File: src/rtl/mult_operand_stager.sv
// Front end for the shift-add multiplier: it synchronises the load pin, queues operand pairs and issues one multiply at a time.
// Pin-to-start is 4 edges. A full FIFO drops loads (sticky drop), and an unacknowledged result stalls issue.
module mult_operand_stager #(
    parameter int W       = 4,
    parameter int DEPTH   = 2,
    parameter int TIMEOUT = 32
) (
    input  logic             sys_clk,
    input  logic             sys_rst,
    input  logic             ld_pin,
    input  logic [W-1:0]     a_in,
    input  logic [W-1:0]     b_in,
    output logic [W-1:0]     mul_a,
    output logic [W-1:0]     mul_b,
    output logic             mul_start,
    input  logic             mul_done,
    input  logic [2*W-1:0]   mul_p,
    output logic [2*W-1:0]   res,
    output logic             res_valid,
    input  logic             res_ack,
    output logic             full,
    output logic             drop,
    output logic             err
);

    localparam int AW = (DEPTH > 1) ? $clog2(DEPTH) : 1;
    localparam int CW = $clog2(DEPTH + 1);
    localparam int TW = (TIMEOUT > 1) ? $clog2(TIMEOUT) : 1;
    localparam logic [CW-1:0] C_DEPTH   = CW'(DEPTH);
    localparam logic [TW-1:0] C_WD_LAST = TW'(TIMEOUT - 1);

    typedef enum logic [1:0] {
        ST_IDLE  = 2'd0,
        ST_START = 2'd1,
        ST_WAIT  = 2'd2
    } state_t;

    state_t           r_state;
    state_t           w_next;

    logic             r_s1;
    logic             r_s2;
    logic             r_s3;

    logic [2*W-1:0]   r_mem [DEPTH];
    logic [AW-1:0]    r_wptr;
    logic [AW-1:0]    r_rptr;
    logic [CW-1:0]    r_count;

    logic [TW-1:0]    r_wd;
    logic [W-1:0]     r_mul_a;
    logic [W-1:0]     r_mul_b;
    logic             r_mul_start;
    logic [2*W-1:0]   r_res;
    logic             r_res_valid;
    logic             r_drop;
    logic             r_err;

    logic             w_push;
    logic             w_pop;
    logic             w_wr;
    logic             w_empty;
    logic             w_full;
    logic             w_drop_evt;
    logic             w_capture;
    logic             w_timeout;
    logic [2*W-1:0]   w_head;

    // Two-flop synchroniser plus a history flop, so a held pin produces a single push.
    always_ff @(posedge sys_clk) begin
        if (sys_rst) begin
            r_s1 <= 1'b0;
            r_s2 <= 1'b0;
            r_s3 <= 1'b0;
        end else begin
            r_s1 <= ld_pin;
            r_s2 <= r_s1;
            r_s3 <= r_s2;
        end
    end

    assign w_push     = r_s2 & ~r_s3;
    assign w_empty    = (r_count == '0);
    assign w_full     = (r_count == C_DEPTH);
    // While the FIFO is full, a push still succeeds if the same edge pops the head slot it overwrites.
    assign w_wr       = w_push & (~w_full | w_pop);
    assign w_drop_evt = w_push & w_full & ~w_pop;
    assign w_head     = r_mem[r_rptr];

    always_ff @(posedge sys_clk) begin
        if (!sys_rst && w_wr) begin
            r_mem[r_wptr] <= {a_in, b_in};
        end
    end

    always_ff @(posedge sys_clk) begin
        if (sys_rst) begin
            r_wptr  <= '0;
            r_rptr  <= '0;
            r_count <= '0;
        end else begin
            if (w_wr) begin
                r_wptr <= r_wptr + AW'(1);
            end
            if (w_pop) begin
                r_rptr <= r_rptr + AW'(1);
            end
            case ({w_wr, w_pop})
                2'b10:   r_count <= r_count + CW'(1);
                2'b01:   r_count <= r_count - CW'(1);
                default: r_count <= r_count;
            endcase
        end
    end

    always_ff @(posedge sys_clk) begin
        if (sys_rst) begin
            r_state <= ST_IDLE;
        end else begin
            r_state <= w_next;
        end
    end

    always_comb begin
        w_next    = r_state;
        w_pop     = 1'b0;
        w_capture = 1'b0;
        w_timeout = 1'b0;
        unique case (r_state)
            ST_IDLE: begin
                if (!w_empty && (!r_res_valid || res_ack)) begin
                    w_pop  = 1'b1;
                    w_next = ST_START;
                end
            end
            ST_START: begin
                w_next = ST_WAIT;
            end
            ST_WAIT: begin
                if (mul_done) begin
                    w_capture = 1'b1;
                    w_next    = ST_IDLE;
                end else if (r_wd == C_WD_LAST) begin
                    w_timeout = 1'b1;
                    w_next    = ST_IDLE;
                end
            end
            default: begin
                w_next = ST_IDLE;
            end
        endcase
    end

    always_ff @(posedge sys_clk) begin
        if (sys_rst) begin
            r_wd <= '0;
        end else if (r_state == ST_START) begin
            r_wd <= '0;
        end else if (r_state == ST_WAIT && !w_capture && !w_timeout) begin
            r_wd <= r_wd + TW'(1);
        end
    end

    always_ff @(posedge sys_clk) begin
        if (sys_rst) begin
            r_mul_a     <= '0;
            r_mul_b     <= '0;
            r_mul_start <= 1'b0;
        end else begin
            r_mul_start <= w_pop;
            if (w_pop) begin
                r_mul_a <= w_head[2*W-1:W];
                r_mul_b <= w_head[W-1:0];
            end
        end
    end

    // A capture takes priority over an ack in the same cycle.
    always_ff @(posedge sys_clk) begin
        if (sys_rst) begin
            r_res       <= '0;
            r_res_valid <= 1'b0;
        end else if (w_capture) begin
            r_res       <= mul_p;
            r_res_valid <= 1'b1;
        end else if (res_ack && r_res_valid) begin
            r_res_valid <= 1'b0;
        end
    end

    always_ff @(posedge sys_clk) begin
        if (sys_rst) begin
            r_drop <= 1'b0;
            r_err  <= 1'b0;
        end else begin
            r_drop <= r_drop | w_drop_evt;
            r_err  <= r_err | w_timeout;
        end
    end

    assign mul_a     = r_mul_a;
    assign mul_b     = r_mul_b;
    assign mul_start = r_mul_start;
    assign res       = r_res;
    assign res_valid = r_res_valid;
    assign full      = w_full;
    assign drop      = r_drop;
    assign err       = r_err;

endmodule
File: config.mk
export PLATFORM = sky130hd
export DESIGN_NAME = mult_operand_stager
export DESIGN_NICKNAME = d
export VERILOG_FILES = /design/src/rtl/mult_operand_stager.sv
export SDC_FILE = /design/constraint.sdc
export NUM_CORES = 1
export LEC_CHECK = 0
export ABC_AREA = 0
export CELL_PAD_IN_SITES_DETAIL_PLACEMENT = 1
export CELL_PAD_IN_SITES_GLOBAL_PLACEMENT = 2
export CORE_MARGIN = 2
export CORE_UTILIZATION = 32
export CTS_BUF_LIST = sky130_fd_sc_hd__clkbuf_16
export DETAILED_ROUTE_END_ITERATION = 16
export PLACE_DENSITY_LB_ADDON = 0.25
export SYNTH_ARGS = -nofsm -noshare
export SYNTH_HDL_FRONTEND = slang
export SYNTH_SLANG_ARGS = --single-unit
export TNS_END_PERCENT = 50
File: constraint.sdc
create_clock -name sys_clk -period 2.72 [get_ports sys_clk]
set_clock_uncertainty 0.05 [all_clocks]
set_input_delay 0.544 -clock sys_clk [delete_from_list [all_inputs] [get_ports sys_clk]]
set_output_delay 0.544 -clock sys_clk [all_outputs]
set_load 0.01 [all_outputs]
==> results.toml <==
[setup_path]
required_ns = 2.13
crit_type = "flip-flop to output pin"
path_cells = "nand2b_1, inv_1, clkdlybuf4s50_1"
cpPeakStageDelay_ns = 0.53
critPathMaxFanout = 7
startpoint_type = "flip-flop"
rr_worst_depth = 7
arrival_ns = 1.45
critPathSlowestCell = "clkdlybuf4s50_1"
crit_cells = 3
crit-reg2reg-launch = "r_wd[0]$_SDFFE_PP0P_"
end_kind = "output pin"
r2r_end = "r_wd[3]$_SDFFE_PP0P_"
cp_num_buf_inv = 2
r2r_slack_ns = 0.77
crit_family = "buffers and inverters"

[sta]
worst_pin_slew_ns = 0.6253
tns_ns = 0
slew_headroom_pct = 58.18
slew_violations = 0
setup_violations = 0
fin_crit_sh_pct = 75.24
rsz0062_at_grt = "false"
min_period_ns = 2.046
hold_viol = 0
fmax_ghz = 0.4886

[final_layout]
multi_input_area_um2 = 661.9
diodes = 0
syn_to_final_growth_pct = 34.63
final_util_pct = 45.03
nNetsFinal = 223
seqCellArea_um2 = 1161
nFillCells = 601
final_cell_area_um2 = 2510
drive_gt1_share_pct = 5.970

[pwr]
vdd_drop_max_mv = 0.3031
cellPowerDensity_nw_per_um2 = 596.8
p_leak_uw = 0.0009532

[clock_network]
postCtsHoldBufs = 0
cts_tree = "yes"
cts_num_sinks = 50
cts_buffers = 5
clock_latency_ns = 0.28
cts_setup_buffers = 0
h-tree-depth = 2
cts-root-buf = "clkbuf_16"
cts_resized = 0
clock_tree.buffer_depth = 2
path_clk_slew_ns = 0.06

[synthesis]
yosysUniqueCellTypes = 31
synth-main-ff-cell = "dfxtp_1"
yosys_warnings = 0
synthTopCellsByArea = "dfxtp_1, edfxtp_1, mux2i_1"
synthCells = 155
netlist_area_um2 = 1864
ys_seq_area_share_pct = 62.28
synth_most_common_cell = "dfxtp_1"
synth_common_cells = "dfxtp_1, nor2_1, mux2i_1"
synthArstFlopShare_pct = 0
yosysTopAreaCell = "dfxtp_1"
netlist.area_leader.share_pct = 36.51
syn_nets = 178
synth_edf_count = 16
ys_ff_latch = 50
syn_avg_cell_area_um2 = 12.03

[detailed_routing]
routed_wl_um = 3909
wl_per_cell_um = 14.32
routed_via_density = 4.667
antenna_left = 0
first_pass_iters = 4
dr.first_iter.drc_count = 60
drc = 0
num_vias = 1274

[floorplan]
rows = 27
initial_core_util_pct = 33.45
die_width_um = 80.33
fp.coreArea_um2 = 5574
fp.dieH_um = 80.33
io_pins = 42
die_area_um2 = 6452

[min_path]
hold_depth = 1
hold_path.startpoint = "r_s1$_SDFF_PP0_"
min_path_type = "flip-flop to flip-flop"
hold_end = "r_s2$_SDFF_PP0_"

[grt]
grt_max_degree = 22
grt_usage_pct = 13.84
grt_pass1_wl_um = 6762
grt.overflow.total = 0
grt_pass1_vias = 1401
antenna_found_initial = 0

[place]
dpl.hpwl_um = 2771
place_area_um2 = 2374
port_buffers = 41
place_congestion = 0.6713

[run]
maxCapViolCount = 0

[run_status]
status = "finished clean"
[metal layers]
metal,vias up,GRT usage (%),wire [um]
met5,-,0,0
met4,0,4.915,54
met3,7,4.045,149
met2,28,23.42,2062
met1,609,16.69,1643
li1,630,-,-
[sequential cells by signal, indices dropped and copies added (netlist names)]
name       count
res            8
res_valid      1
r_s1           1
r_mem         16
mul_a          4
r_wd           5
r_count        2
r_s2           1
r_rptr         1
r_state        2
r_wptr         1
mul_b          4
err            1
mul_start      1
drop           1
r_s3           1
[placed cells by master, fill, tap and decap left out, types with 3 or more instances in the layout]
cell type and instances:
clkdlybuf4s50_1 41, dfxtp_1 34, nor2_1 25, mux2i_1 19
edfxtp_1 16, a211oi_1 8, nor2b_1 6, a21oi_1 5
clkbuf_16 5, nand2b_1 4, inv_1 4, nor3_1 3
nand2_1 3, buf_4 3
[where the power goes]
| group | total [uW] | switching (uW) | leakage (uW) | internal [uW] |
|---|---|---|---|---|
| sequential | 802 | 14.5 | 0.000420 | 788 |
| combinational | 117 | 48.4 | 0.000459 | 68.8 |
| clock | 578 | 247 | 0.0000738 | 331 |
| total | 1500 | 310 | 0.000953 | 1190 |
[final cells by class]
class	instances	area share, %
Tap cell	72	3.589
Inverter	2	0.2991
Sequential cell	50	46.26
Clock inverter	3	0.4487
Multi-Input combinational cell	96	26.37
Timing Repair Buffer	45	18.05
Clock buffer	5	4.985
[cells by family (layout without fill, tap and decap cells)]
family                   after synthesis  count (layout)  share of synthesized area [%]
AND/OR/NAND/NOR                       53              53                          14.97
AO/OA/AOI/OAI                         17              17                          6.510
multiplexers                          20              20                          10.81
buffers and inverters                  9              55                          2.215
XOR/XNOR                               4               4                          1.880
flip-flops                            50              50                          62.28
adder cells (fa/ha/maj)                2               2                          1.342
[metrics by stage]
step / setup slack, ns / std cells / total power [uW] / hold WS [ns]
after global placement: 0.4247 / 265 / 933.1 / 0.3751
final: 0.6735 / 273 / 1498 / 0.3947
after detailed placement: 0.3921 / 265 / 937.1 / 0.3799
after global routing: 0.5478 / 273 / 1574 / 0.4110
after floorplan: 0.5787 / 155 / 869.8 / 0.3638
after CTS: 0.6490 / 273 / 1517 / 0.3975
[how the worst max path moves through the flow]
stage / startpoint / endpoint / slack [ns]
final: r_count[1]$_SDFFE_PP0P_ / full / 0.67
after global routing: res_ack / r_mem[1][3]$_DFFE_PP_ / 0.55
after CTS: r_count[1]$_SDFFE_PP0P_ / full / 0.65
after detailed placement: res_ack / r_mem[1][0]$_DFFE_PP_ / 0.39
after global placement: res_ack / r_mem[1][2]$_DFFE_PP_ / 0.42
after floorplan: res_ack / r_mem[1][0]$_DFFE_PP_ / 0.58
(Power assumes the default switching activity.)
